### src/rtl/alu_sequencer_if.sv
// Control/status bundle between the multicycle sequencer (master) and the
// datapath plus instruction register (slave).
interface alu_sequencer_if;
    logic [31:0] instr;
    logic        alu_flags;
    logic [1:0]  alu_control;
    logic        alu_src_a;
    logic [1:0]  alu_src_b;
    logic [1:0]  result_src;
    logic        adr_src;
    logic        ir_write;
    logic        pc_write;
    logic        reg_write;
    logic        mem_write;
    logic [1:0]  reg_src;
    logic [1:0]  imm_src;
    logic        z_flag;

    modport master (
        input  instr, alu_flags,
        output alu_control, alu_src_a, alu_src_b, result_src, adr_src,
               ir_write, pc_write, reg_write, mem_write, reg_src, imm_src, z_flag
    );

    modport slave (
        output instr, alu_flags,
        input  alu_control, alu_src_a, alu_src_b, result_src, adr_src,
               ir_write, pc_write, reg_write, mem_write, reg_src, imm_src, z_flag
    );
endinterface

### src/rtl/alu_sequencer.sv
// Multicycle ARM-subset control FSM: sequences fetch/decode/execute, holds Z.
// Build option: define ALU_SEQ_CMP_EN to make cmd 1010 (CMP) a legal flag-setting op.
module alu_sequencer (
    input  logic             clk,
    input  logic             reset,
    alu_sequencer_if.master  bus
);
    typedef enum logic [3:0] {
        FETCH, DECODE, MEMADR, MEMREAD, MEMWRITE, MEMWB,
        EXECUTER, EXECUTEI, ALUWB, BRANCH
    } state_t;

    typedef struct packed {
        logic [1:0] alu_control;
        logic       alu_src_a;
        logic [1:0] alu_src_b;
        logic [1:0] result_src;
        logic       adr_src;
        logic       ir_write;
        logic       pc_write;
        logic       reg_write;
        logic       mem_write;
    } ctrl_t;

    localparam ctrl_t CTRL_IDLE  = ctrl_t'(13'd0);
    localparam ctrl_t CTRL_FETCH = '{alu_control: 2'b00, alu_src_a: 1'b1, alu_src_b: 2'b10,
                                     result_src: 2'b10, adr_src: 1'b0, ir_write: 1'b1,
                                     pc_write: 1'b1, reg_write: 1'b0, mem_write: 1'b0};

    state_t      state_r, next_state_s;
    ctrl_t       ctrl_r, ctrl_next_s, ctrl_out_s;
    logic        z_flag_r;
    logic        cond_ex_s, legal_s, is_cmp_s, s_eff_s, write_ok_s, rd_pc_s;
    logic [1:0]  alu_dec_s;
    logic [1:0]  op_s;
    logic [3:0]  cmd_s;
    logic        unused_bits_s;

    assign op_s          = bus.instr[27:26];
    assign cmd_s         = bus.instr[24:21];
    assign rd_pc_s       = (bus.instr[15:12] == 4'd15);
    assign s_eff_s       = bus.instr[20] | is_cmp_s;
    assign write_ok_s    = legal_s & ~is_cmp_s;
    assign unused_bits_s = ^{bus.instr[19:16], bus.instr[11:0]};

    // Condition-code evaluation against the current architectural Z.
    always_comb begin
        cond_ex_s = 1'b0;
        case (bus.instr[31:28])
            4'b0000: cond_ex_s = z_flag_r;
            4'b0001: cond_ex_s = ~z_flag_r;
            4'b1110: cond_ex_s = 1'b1;
            default: cond_ex_s = 1'b0;
        endcase
    end

    // Data-processing command decode; unknown commands fall back to a harmless add.
    always_comb begin
        alu_dec_s = 2'b00;
        legal_s   = 1'b0;
        is_cmp_s  = 1'b0;
        case (cmd_s)
            4'b0100: begin alu_dec_s = 2'b00; legal_s = 1'b1; end
            4'b0010: begin alu_dec_s = 2'b01; legal_s = 1'b1; end
            4'b0000: begin alu_dec_s = 2'b10; legal_s = 1'b1; end
            4'b1101: begin alu_dec_s = 2'b11; legal_s = 1'b1; end
`ifdef ALU_SEQ_CMP_EN
            4'b1010: begin alu_dec_s = 2'b01; legal_s = 1'b1; is_cmp_s = 1'b1; end
`endif
            default: begin alu_dec_s = 2'b00; legal_s = 1'b0; end
        endcase
    end

    // Next-state logic.
    always_comb begin
        next_state_s = FETCH;
        case (state_r)
            FETCH:    next_state_s = DECODE;
            DECODE: begin
                case (op_s)
                    2'b01:   next_state_s = MEMADR;
                    2'b00:   next_state_s = bus.instr[25] ? EXECUTEI : EXECUTER;
                    2'b10:   next_state_s = BRANCH;
                    default: next_state_s = FETCH;
                endcase
            end
            MEMADR:   next_state_s = bus.instr[20] ? MEMREAD : MEMWRITE;
            MEMREAD:  next_state_s = MEMWB;
            EXECUTER: next_state_s = ALUWB;
            EXECUTEI: next_state_s = ALUWB;
            default:  next_state_s = FETCH;
        endcase
    end

    // Controls for the state being entered; condition gating sees Z before any update on this edge.
    always_comb begin
        ctrl_next_s = CTRL_IDLE;
        case (next_state_s)
            FETCH: ctrl_next_s = CTRL_FETCH;
            DECODE: begin
                ctrl_next_s.alu_src_a  = 1'b1;
                ctrl_next_s.alu_src_b  = 2'b10;
                ctrl_next_s.result_src = 2'b10;
            end
            MEMADR:  ctrl_next_s.alu_src_b = 2'b01;
            MEMREAD: ctrl_next_s.adr_src   = 1'b1;
            MEMWRITE: begin
                ctrl_next_s.adr_src   = 1'b1;
                ctrl_next_s.mem_write = cond_ex_s;
            end
            MEMWB: begin
                ctrl_next_s.result_src = 2'b01;
                ctrl_next_s.reg_write  = cond_ex_s;
                ctrl_next_s.pc_write   = cond_ex_s & rd_pc_s;
            end
            EXECUTER: ctrl_next_s.alu_control = alu_dec_s;
            EXECUTEI: begin
                ctrl_next_s.alu_control = alu_dec_s;
                ctrl_next_s.alu_src_b   = 2'b01;
            end
            ALUWB: begin
                ctrl_next_s.reg_write = cond_ex_s & write_ok_s;
                ctrl_next_s.pc_write  = cond_ex_s & write_ok_s & rd_pc_s;
            end
            BRANCH: begin
                ctrl_next_s.alu_src_b  = 2'b01;
                ctrl_next_s.result_src = 2'b10;
                ctrl_next_s.pc_write   = cond_ex_s;
            end
            default: ctrl_next_s = CTRL_IDLE;
        endcase
    end

    // State, registered controls and architectural Z flag.
    always_ff @(posedge clk) begin
        if (reset) begin
            state_r  <= FETCH;
            ctrl_r   <= CTRL_FETCH;
            z_flag_r <= 1'b0;
        end else begin
            state_r <= next_state_s;
            ctrl_r  <= ctrl_next_s;
            if (((state_r == EXECUTER) || (state_r == EXECUTEI)) && cond_ex_s && s_eff_s && legal_s) begin
                z_flag_r <= bus.alu_flags;
            end else begin
                z_flag_r <= z_flag_r;
            end
        end
    end

    // Reset forces every strobe and select low in the same cycle it is asserted.
    assign ctrl_out_s      = reset ? CTRL_IDLE : ctrl_r;
    assign bus.alu_control = ctrl_out_s.alu_control;
    assign bus.alu_src_a   = ctrl_out_s.alu_src_a;
    assign bus.alu_src_b   = ctrl_out_s.alu_src_b;
    assign bus.result_src  = ctrl_out_s.result_src;
    assign bus.adr_src     = ctrl_out_s.adr_src;
    assign bus.ir_write    = ctrl_out_s.ir_write;
    assign bus.pc_write    = ctrl_out_s.pc_write;
    assign bus.reg_write   = ctrl_out_s.reg_write;
    assign bus.mem_write   = ctrl_out_s.mem_write;
    assign bus.reg_src     = reset ? 2'b00 : {(op_s == 2'b01), (op_s == 2'b10)};
    assign bus.imm_src     = reset ? 2'b00 : op_s;
    assign bus.z_flag      = z_flag_r;
endmodule

### src/flat_wrapper.sv
// flat-port wrapper written by rule: the top's interface ports become plain ports
module alu_sequencer_flat 
  (clk, reset, bus_instr, bus_alu_flags, bus_alu_control, bus_alu_src_a, bus_alu_src_b, bus_result_src, bus_adr_src, bus_ir_write, bus_pc_write, bus_reg_write, bus_mem_write, bus_reg_src, bus_imm_src, bus_z_flag);
  alu_sequencer_if bus_i ();
  input  logic clk;
  input  logic reset;
  input wire logic [$bits(bus_i.instr)-1:0] bus_instr;
  input wire logic [$bits(bus_i.alu_flags)-1:0] bus_alu_flags;
  output wire logic [$bits(bus_i.alu_control)-1:0] bus_alu_control;
  output wire logic [$bits(bus_i.alu_src_a)-1:0] bus_alu_src_a;
  output wire logic [$bits(bus_i.alu_src_b)-1:0] bus_alu_src_b;
  output wire logic [$bits(bus_i.result_src)-1:0] bus_result_src;
  output wire logic [$bits(bus_i.adr_src)-1:0] bus_adr_src;
  output wire logic [$bits(bus_i.ir_write)-1:0] bus_ir_write;
  output wire logic [$bits(bus_i.pc_write)-1:0] bus_pc_write;
  output wire logic [$bits(bus_i.reg_write)-1:0] bus_reg_write;
  output wire logic [$bits(bus_i.mem_write)-1:0] bus_mem_write;
  output wire logic [$bits(bus_i.reg_src)-1:0] bus_reg_src;
  output wire logic [$bits(bus_i.imm_src)-1:0] bus_imm_src;
  output wire logic [$bits(bus_i.z_flag)-1:0] bus_z_flag;
  assign bus_i.instr = bus_instr;
  assign bus_i.alu_flags = bus_alu_flags;
  assign bus_alu_control = bus_i.alu_control;
  assign bus_alu_src_a = bus_i.alu_src_a;
  assign bus_alu_src_b = bus_i.alu_src_b;
  assign bus_result_src = bus_i.result_src;
  assign bus_adr_src = bus_i.adr_src;
  assign bus_ir_write = bus_i.ir_write;
  assign bus_pc_write = bus_i.pc_write;
  assign bus_reg_write = bus_i.reg_write;
  assign bus_mem_write = bus_i.mem_write;
  assign bus_reg_src = bus_i.reg_src;
  assign bus_imm_src = bus_i.imm_src;
  assign bus_z_flag = bus_i.z_flag;
  alu_sequencer u_core (.clk(clk), .reset(reset), .bus(bus_i));
endmodule
### config.mk
export PLATFORM = sky130hd
export DESIGN_NAME = alu_sequencer_flat
export DESIGN_NICKNAME = d
export VERILOG_FILES = /design/src/rtl/alu_sequencer_if.sv /design/src/rtl/alu_sequencer.sv /design/src/flat_wrapper.sv
export SDC_FILE = /design/constraint.sdc
export NUM_CORES = 1
export LEC_CHECK = 0
export ABC_AREA = 1
export CORE_MARGIN = 2
export CORE_UTILIZATION = 35
export CTS_CLUSTER_SIZE = 8
export DETAILED_ROUTE_END_ITERATION = 16
export GPL_ROUTABILITY_DRIVEN = 0
export PLACE_DENSITY = 0.75
export SYNTH_ARGS = -nofsm -noshare
export SYNTH_HDL_FRONTEND = slang
export SYNTH_SLANG_ARGS = --single-unit
### constraint.sdc
create_clock -name clk -period 1.3 [get_ports clk]
set_input_delay 0.39 -clock clk [delete_from_list [all_inputs] [get_ports clk]]
set_output_delay 0.39 -clock clk [all_outputs]
set_load 0.01 [all_outputs]
== After elaboration in Yosys (flattened, before gate mapping) ==
Index checks and enable logic that the tools add are counted.

* Flip-flop bits (word level): 17
* Bits of input ports: 35
* Output and inout port bits: 17
* Logic and storage cells: 74

* Equality and inequality tests: 22
* Muxes and demuxes: 17
* Bitwise logic cells: 6
* Reductions and logical operators: 18

{| class="wikitable"
|+ Operators with widths
! kind !! count
|-
| 4-bit by 3-bit equality test with 1-bit output, second input constant || 7
|-
| 4-bit by 2-bit equality test with 1-bit output, second input constant || 5
|-
| 4-bit equality test, second input constant || 5
|-
| 4-bit case mux with 5 select lines || 1
|-
| 4-bit logical NOT || 4
|-
| 4-bit by 1-bit equality test with 1-bit output, second input constant || 3
|-
| 12-bit two-way mux || 1
|-
| 4-bit case mux with 3 select lines || 1
|-
| 2-bit OR reduction || 6
|-
| 2-bit case mux with 2 select lines || 2
|-
| 2-bit case mux with 3 select lines || 1
|-
| 3-bit OR reduction || 2
|-
| 1-bit two-way mux || 5
|-
| 2-bit two-way mux || 2
|-
| 1-bit case mux with 4 select lines || 1
|-
| 4-bit OR reduction || 1
|-
| 1-bit AND || 3
|-
| 1-bit logical AND || 3
|-
| 3-bit two-way mux || 1
|-
| 1-bit inverter || 3
|-
| 1-bit case mux with 3 select lines || 1
|-
| 2-bit by 1-bit equality test with 1-bit output, second input constant || 1
|-
| 2-bit equality test, second input constant || 1
|-
| 2-bit logical NOT || 1
|-
| other kinds (2) || 2
|}

== Logic depth before layout (Yosys ltp) ==
Gate-level depths: netlist of the first run.

* Depth in word-level cells: 7
* Gate-level depth with buffers: 8

== Worst setup path after synthesis of the first run ==
OpenSTA, ideal clock, no wires.

* Path kind: input to output
* Start: input port reset
* End: output port bus_reg_src[1]
* Arrival time: 881 ps
* Setup slack: 29 ps
* Stages on the path: 2
* Path buffers: 1
* Cells stage by stage: clkbuf_1 > nor3_1

* Cells in the longest elaborated chain, start to end: 1

{| class="wikitable"
|+ Ends and longest elaborated chain
! element !! line !! text
|-
| start, declared || flat_wrapper.sv:6 || <nowiki>input logic reset;</nowiki>
|-
| 2-bit two-way mux || alu_sequencer.sv:162 || <nowiki>assign bus.reg_src = reset ? 2'b00 : {(op_s == 2'b01), (op_s == 2'b10)};</nowiki>
|-
| end, declared || flat_wrapper.sv:18 || <nowiki>output wire logic [$bits(bus_i.reg_src)-1:0] bus_reg_src;</nowiki>
|}

No other way between the ends.

== Worst setup path after layout of the first run ==
* Start: input port bus_instr[21]
* End: register u_core.ctrl_r[2] (netlist bit)

* Cells in the longest elaborated chain, start to end: 6
* Elaborated cells on any way between the ends: 9
* Those cells by class: 3 x eq/ne; 2 x mux; 2 x bitwise; 2 x reduce/logical

{| class="wikitable"
|+ Ends and longest elaborated chain
! element !! line !! text
|-
| start, declared || flat_wrapper.sv:7 || <nowiki>input wire logic [$bits(bus_i.instr)-1:0] bus_instr;</nowiki>
|-
| 4-bit by 3-bit equality test with 1-bit output, or another cell as far along || alu_sequencer.sv:62 || <nowiki>case (cmd_s)</nowiki>
|-
| 4-bit OR reduction (no source line) * || -- ||
|-
| 1-bit two-way mux * || alu_sequencer.sv:62 ||
|-
| 1-bit AND * (2 in series) || alu_sequencer.sv:123 || <nowiki>ctrl_next_s.pc_write = cond_ex_s & write_ok_s & rd_pc_s;</nowiki>
|-
| 1-bit case mux with 4 select lines * || alu_sequencer.sv:98 || <nowiki>case (next_state_s)</nowiki>
|-
| end signal, assigned || alu_sequencer.sv:142 || <nowiki>ctrl_r <= ctrl_next_s;</nowiki>
|-
| end, declared || alu_sequencer.sv:31 || <nowiki>ctrl_t ctrl_r, ctrl_next_s, ctrl_out_s;</nowiki>
|}

Mark *: on every way between the ends. The rest lies on a longest branch, timed or not.
A chain may end at the register's enable or synchronous reset.

==> results of run 1 <==
## Yosys cell counts (3+ instances only)
library cell	n	area, µm²
nand2_1	29	109
nor2_1	29	109
inv_1	26	97.6
dfxtp_1	17	340
nand3_1	9	45.0
a21oi_1	5	25.0
nand4_1	5	31.3
nor3_1	5	25.0
inv_2	3	11.3
nor2_2	3	18.8
## per-layer routing
metal	global-route usage, %	vias up	share of wire (%)
met2	32.1	34	54
met3	2.42	4	5.4
li1	-	555	-
met1	17.8	472	39
met4	8.94	0	0.71
met5	0	-	0
## what timing repair did
item	4_1_cts	5_1_grt
gates resized for setup	85	30
endpoints found under the setup margin	29	25
pin swaps	3	12
setup buffers	1	4
## through the flow
| stage | instances | setup TNS (ns) | utilization, % | total power [mW] | hold WS, ns |
|---|---|---|---|---|---|
| floorplan | 144 | 0 | - | 0.763 | 0.469 |
| global placement | 221 | -19.84 | 56.3 | 0.940 | 0.587 |
| detailed placement | 221 | -20.39 | 56.3 | 0.951 | 0.595 |
| CTS | 226 | 0 | 54.4 | 1.20 | 0.458 |
| global route | 230 | -0.0830 | 58.1 | 1.32 | 0.406 |
| finish | 230 | 0 | 58.1 | 1.23 | 0.411 |
## report_power, final
group          internal (mW)  switching [mW]  leakage, nW  total (mW)
registers              0.563          0.0228        0.141       0.585
logic                  0.175           0.190        0.609       0.365
clock network          0.119           0.160       0.0150       0.279
## state kept, by name (all words and copies together) (netlist names)
signal and count:
u_core.state_r 4, u_core.bus.z_flag 1, u_core.ctrl_r 12
## area by class of cell
| cell class | instances | area share (%) |
|---|---|---|
| Sequential cell | 17 | 24.4 |
| Inverter | 29 | 7.56 |
| Tap cell | 30 | 2.61 |
| Timing Repair Buffer | 54 | 29.7 |
| Clock buffer | 4 | 1.82 |
| Multi-Input combinational cell | 96 | 33.9 |
## cells by family (layout without fill, tap and decap cells)
| kind of cell | Yosys count | count (layout) | share of synthesized area (%) |
|---|---|---|---|
| simple gates | 85 | 85 | 42.1 |
| compound gates | 10 | 10 | 6.61 |
| xor+xnor | 1 | 1 | 0.964 |
| buf+inv | 31 | 87 | 12.8 |
| flops | 17 | 17 | 37.5 |
## final timing paths
kind | startpoint | to | slack (ns) | cells past startpoint
worst min register to register | u_core.state_r[2] | u_core.ctrl_r[4] | 0.59 | 3
worst min-delay path | reset | u_core.state_r[2] | 0.41 | 3
worst max-delay path | bus_instr[21] | u_core.ctrl_r[2] | 0.03 | 8
worst max register to register | u_core.state_r[1] | u_core.ctrl_r[8] | 0.07 | 8
## critical path: cells and delay by family
| family | cells | cell delay, ns |
|---|---|---|
| simple gates | 7 | 0.54 |
| buf+inv | 1 | 0.51 |
==> results.cfg, run 1 <==
[clock_network]
cts_tree = built
cts-root-buf = clkbuf_4
cts-buffers-inserted = 3
cts.sinks = 17
cts.clk_slew.worst_paths_ns = 0.10
clk_latency_ns = 0.28
cts.hold.buffers_added = 0
clk_path_buf_depth = 2
cts_max_level = 1

[grt]
grtUsageTotal_pct = 16.9
grt_overflow = 0
grt_pass1_wl_mm = 3.66
grt_max_degree = 10
antenna_found_initial = 0
grt_pass1_vias = 979

[critical_path]
crit_fanout = 4
worstSetupStartpointType = input port
cpPeakStageDelay_ns = 0.51
cp_slowest_cell = clkdlybuf4s50_1
cp.arrival_ns = 1.45
critPathRequiredTime_ns = 1.47
path_class = in2reg
end_kind = register
crit_top_cell = nand2_1
crit_chain = clkdlybuf4s50_1 -> nor2_1 -> nand2_1 -> nand3_2 -> nand2_1 -> nand2_1 -> nand2_1 -> nand3_1

[sta]
worst_pin_slew_ns = 0.206
slew_viol_final = 0
rsz0062_at_grt = yes
maxSlewHeadroom_pct = 86.3
finalCriticalPeriod_ns = 1.27
fmax_mhz = 785
fin_crit_sh_pct = 98.0
finalHoldViolCount = 0
skew_ns = 0.00485
finalSetupViolations = 0
timing.final.ws_setup_ns = 0.0265

[pwr]
leakage_nw = 0.765
power_density_nw_per_um2 = 854
irDropWorstVdd_uv = 528

[place]
place_ws_ns = -0.911
dpl_cell_area_um2 = 1390
dp.final_hpwl_mm = 1.89
port_buffers = 35

[cells_and_area]
final_area_um2 = 1440
drive_above_1_share_pct = 37.5
seq_area_um2 = 352
multiInputGateArea_um2 = 488
layout_common_cells = nand2_1 (26), nor2_1 (23), inv_1 (22), buf_2 (17), buf_4 (16)
final_nets = 236
synthToLayoutAreaGrowth_pct = 58.5
diodes = 0
final_common_cell = nand2_1
fillers = 260

[routing]
wl_per_cell_um = 10.5
drt_first_iter_violations = 17
avgViaCountPerCell = 4.63
wirelength_mm = 2.41
antenna_left = 0
vias = 1065
drcViolationCount = 0
firstDrtPassIters = 4

[synthesis]
synthCells = 144
synth.avg_cell_area_um2 = 6.31
synth_cell_types = 19
synthesis.area_um2 = 908
ys_async_sr_fraction_pct = 0
synth-warning-count = 0
ys_seq_elements = 17
synth_edf_count = 0
synth_flop_cell = dfxtp_1
synth_seq_area_share_pct = 37.5
synth_fp_nets = 179

[hold_path]
hold_class = in2reg

[die]
die_area_um2 = 3020
start_util_pct = 36.7
io_pins = 52
die_w_um = 54.9
fp-row-count = 18
core_area_um2 = 2480
die_h_um = 54.9

[outcome]
status = finished, final reports clean

[job]
drv_cap = 0
Power figures use the tool's default switching activity.
==> run 2: changes to the inputs <==
clock period = 1.2 ns   (was 1.3 ns; I/O delays follow)
==> run 2 against run 1 <==
The run now ends with setup timing left. Clock power rose by 18%. Wire length rose by 32%. Global-route usage grew 2.8 points. Non-clock buffer count rose by 9. Largest power group unchanged. Highest routed layer unchanged.
==> results.cfg, run 2 (synthesized netlist as in run 1, its figures left out) <==
[die]
die_w_um = 54.9
core_area_um2 = 2480
fp-row-count = 18
die_h_um = 54.9
die_area_um2 = 3020
io_pins = 52
start_util_pct = 36.7

[critical_path]
r2r_cells = 8
end_kind = register
reg2reg_from = u_core.state_r[1]
path_class = reg2reg
r2r_end = u_core.ctrl_r[7]
crit_fanout = 4
cp.arrival_ns = 1.51
regToRegSetupSlack_ns = -0.07
worstSetupStartpointType = register
critPathRequiredTime_ns = 1.43

[cells_and_area]
fin_util_pct = 65.9
drive_above_1_share_pct = 51.7
synthToLayoutAreaGrowth_pct = 79.8
final_common_cell = buf_4
regMostFlops = u_core.ctrl_r
final_nets = 245
final_area_um2 = 1630
diodes = 0
largest_reg_flops = 12
layout_common_cells = buf_4 (24), nor2_1 (23), inv_1 (18), nand2_1 (18), buf_2 (18)

[hold_path]
hold_start = bus_instr[23]
hold_class = in2reg
min_to = u_core.ctrl_r[11]
whs_path_depth = 4

[grt]
grt_pass1_vias = 1029
grt_overflow = 0
grtUsageTotal_pct = 19.8
grt_max_degree = 12
grt_pass1_wl_mm = 4.16
antenna_found_initial = 0

[job]
drv_cap = 0

[clock_network]
clk_latency_ns = 0.30
cts_max_level = 1
clk_path_buf_depth = 2
cts-root-buf = clkbuf_4
cts_tree = built
cts.clk_slew.worst_paths_ns = 0.11
cts.sinks = 17
cts-buffers-inserted = 3

[routing]
firstDrtPassIters = 4
avgViaCountPerCell = 4.98
wirelength_mm = 3.18
antenna_left = 0
vias = 1191
wl_per_cell_um = 13.3
drt_first_iter_violations = 30
drcViolationCount = 0

[pwr]
leakage_nw = 0.835
clockPowerShare_pct = 22.5
irDropWorstVdd_uv = 783
comb_power_share_pct = 33.9
p_int_uw = 970
swShare_pct = 34.0
power_switching_uw = 499
seqPwrFrac_pct = 43.6
power_density_nw_per_um2 = 900

[sta]
whs_ns = 0.396
fin_crit_sh_pct = 106
slew_viol_final = 0
timing.final.ws_setup_ns = -0.0748
rsz0062_at_grt = yes
finalCriticalPeriod_ns = 1.27
skew_ns = 0.00400
maxSlewHeadroom_pct = 84.9
fmax_mhz = 784
finalSetupViolations = 18
worst_pin_slew_ns = 0.225
finalHoldViolCount = 0

[outcome]
status = finished with violations
violations = setup timing

[place]
port_buffers = 35
dpl_cell_area_um2 = 1410
dp.final_hpwl_mm = 1.83
## run 2: worst max path at each step
stage,depth (start not counted),end,slack [ns],startpoint
floorplan,2,bus_reg_src[1],0.06,reset
global placement,4,bus_reg_src[1],-0.83,reset
detailed placement,4,bus_reg_src[1],-0.83,reset
CTS,3,bus_alu_control[1],-0.05,u_core.ctrl_r[11]
global route,8,u_core.ctrl_r[7],-0.16,u_core.state_r[0]
finish,8,u_core.ctrl_r[7],-0.07,u_core.state_r[1]
## run 2: area by class of cell
cell class	instances	area [µm²]
clock buffers	3	22.5
clock inverters	1	5.00
fillers	204	845
inverters	29	111
multi-input cells	96	567
flip-flops and latches	17	364
well taps	30	37.5
repair buffers	63	526
## run 2: repair_timing
| action | in CTS | in global routing |
|---|---|---|
| pin swaps | 10 | 12 |
| resized for setup | 108 | 43 |
| cloned | 1 | 0 |
| endpoints found under the setup margin | 31 | 29 |
| setup buffers | 8 | 5 |
| hold buffers | 0 | 0 |
## run 2: layer usage
| metal | track usage, % | vias up | share of wire [%] |
|---|---|---|---|
| met4 | 7.72 | 0 | 2.7 |
| met1 | 20.0 | 560 | 36 |
| met5 | 0 | - | 0 |
| li1 | - | 577 | - |
| met2 | 39.3 | 43 | 55 |
| met3 | 3.49 | 11 | 5.8 |
## run 2: power groups by stage
stage	Combinational [mW]	Sequential [mW]	Clock, mW
3_5_place_dp	0.399	0.645	0
3_3_place_gp	0.388	0.641	0
6_report	0.497	0.641	0.330
5_1_grt	0.536	0.646	0.354
4_1_cts	0.421	0.634	0.320
2_1_floorplan	0.190	0.638	0
## run 2: worst max-delay path: stages (launching register included)
cell	delay (ns)
dfxtp_4	0.39
inv_4	0.07
nor2_4	0.04
buf_6	0.12
o21ai_4	0.18
nand2_2	0.09
nor2_2	0.14
nand2_1	0.08
a21oi_1	0.11
## run 2: per-stage QoR
| step | instances | setup TNS [ns] | setup WS [ns] | total power, mW |
|---|---|---|---|---|
| after floorplan | 144 | 0 | 0.0625 | 0.828 |
| after global placement | 221 | -18.58 | -0.826 | 1.03 |
| after detailed placement | 221 | -19.25 | -0.829 | 1.04 |
| after CTS | 234 | -0.287 | -0.0479 | 1.38 |
| after global routing | 239 | -1.61 | -0.155 | 1.54 |
| final | 239 | -0.536 | -0.0748 | 1.47 |
==> run 3: changes to the inputs <==
CORE_MARGIN = default   (was 2)
==> run 3 against run 2 <==
The run still ends with setup timing left. Clock skew decreased by 0.00087 ns. Clock power fell by 6.1%. Count of clock-buffer cells in the layout stayed put. Setup slack gained 0.054 ns. Critical path depth fell by 1. Non-clock buffer count down 7. Largest cell class unchanged. Power shrank 5.5%. Highest routed layer unchanged. Critical path type unchanged. Sequential share of layout area grew 0.77 points.
==> results.cfg, run 3 (synthesized netlist as in run 1, its figures left out) <==
[sta]
fin_tns_setup_ns = -0.123
finalCriticalPeriod_ns = 1.22
worst_pin_slew_ns = 0.220
skew_ns = 0.00313
timing.final.ws_setup_ns = -0.0210
slew_viol_final = 0
finalSetupViolations = 14
finalHoldViolCount = 0
fmax_mhz = 819
maxSlewHeadroom_pct = 85.3
rsz0062_at_grt = yes
fin_crit_sh_pct = 102

[routing]
wirelength_mm = 2.50
drt_first_iter_violations = 15
avgViaCountPerCell = 4.64
antenna_left = 0
firstDrtPassIters = 4
wl_per_cell_um = 10.8
drcViolationCount = 0
vias = 1076

[outcome]
status = finished with violations
violations = setup timing

[clock_network]
clk_latency_ns = 0.29
cts_tree = built
clk_path_buf_depth = 2
cts.clk_slew.worst_paths_ns = 0.10
cts_max_level = 1
cts-buffers-inserted = 3
cts.sinks = 17
cts-root-buf = clkbuf_4
cts.hold.buffers_added = 0

[pwr]
irDropWorstVdd_uv = 738
leakage_nw = 0.801
power_density_nw_per_um2 = 892
power.total_mw = 1.39

[cells_and_area]
final_nets = 238
regMostFlops = u_core.ctrl_r
final_area_um2 = 1560
fin_util_pct = 63.4
drive_above_1_share_pct = 46.5
layout_common_cells = nor2_1 (24), nand2_1 (23), inv_1 (19), buf_4 (18), buf_2 (17)
final_common_cell = nor2_1
largest_reg_flops = 12
diodes = 0
synthToLayoutAreaGrowth_pct = 71.3

[die]
die_area_um2 = 2800
io_pins = 52
die_h_um = 52.9
start_util_pct = 37.0
die_w_um = 52.9
core_area_um2 = 2450
fp-row-count = 18

[critical_path]
worstSetupStartpointType = register
cp_slowest_cell = dfxtp_2
path_class = reg2reg
critPathRequiredTime_ns = 1.44
critPathBufInv = 2
crit_family = simple AND/OR/NAND/NOR gates
r2r_cells = 7
cp.arrival_ns = 1.46
cp.depth = 7
end_kind = register
crit_chain = inv_1 -> buf_4 -> nand4_1 -> nand2_2 -> nor2_1 -> nand2_1 -> a21oi_2
cpPeakStageDelay_ns = 0.38
crit_fanout = 3

[hold_path]
whs_path_depth = 4
hold_class = in2reg

[place]
port_buffers = 35
dpl_cell_area_um2 = 1400
dp.final_hpwl_mm = 1.75

[grt]
grt_max_degree = 12
grtUsageTotal_pct = 18.3
grt_pass1_vias = 914
antenna_found_initial = 0
grt_overflow = 0
grt_pass1_wl_mm = 3.63

[job]
drv_cap = 0
## run 3: where the power goes
group | internal (mW) | leakage (nW) | switching (mW)
sequential | 0.610 | 0.144 | 0.0279
clock | 0.124 | 0.0177 | 0.186
combinational | 0.218 | 0.639 | 0.221
total | 0.953 | 0.801 | 0.436
## run 3: tightest hold or removal path, delay by kind of cell
kind | cells | cell delay (ns)
AND/OR/NAND/NOR | 2 | 0.13
buffers and inverters | 1 | 0.12
AO/OA/AOI/OAI | 1 | 0.05
## run 3: path summary, 6_finish.rpt
| path | startpoint | to | slack, ns |
|---|---|---|---|
| worst min register to register | u_core.state_r[2] | u_core.ctrl_r[4] | 0.59 |
| worst max register to register | u_core.state_r[3] | u_core.ctrl_r[7] | -0.02 |
| worst max-delay path | u_core.state_r[3] | u_core.ctrl_r[7] | -0.02 |
| worst min-delay path | bus_instr[22] | u_core.ctrl_r[11] | 0.41 |
## run 3: cell type report
| cell class | instances | area (µm²) |
|---|---|---|
| fill | 230 | 898 |
| clock buffer | 3 | 22.5 |
| timing repair buffer | 56 | 492 |
| tap | 30 | 37.5 |
| inverter | 29 | 111 |
| sequential | 17 | 359 |
| clock inverter | 1 | 5.00 |
| multi-input combinational | 96 | 529 |
## run 3: metal layers
metal  GRT usage [%]  vias to the layer above  wire, µm
met3            4.31                        7       135
met2            33.3                       32      1330
li1                -                      563         -
met4            8.77                        0        51
met5               0                        -         0
met1            19.5                      474       984
## run 3: what timing repair did
item | CTS | global route
pin swaps | 16 | 10
setup endpoints to repair | 32 | 28
setup buffers | 6 | 0
endpoints found under the hold margin | 0 | 0
cloned | 1 | 1
resized for setup | 109 | 27
## run 3: stage by stage
| stage | hold WS (ns) | std cells | setup WS, ns |
|---|---|---|---|
| after global placement | 0.590 | 220 | -0.821 |
| after detailed placement | 0.590 | 220 | -0.831 |
| after CTS | 0.475 | 231 | -0.0416 |
| final | 0.406 | 232 | -0.0210 |
| after global routing | 0.420 | 232 | -0.0958 |
| after floorplan | 0.439 | 144 | 0.0625 |
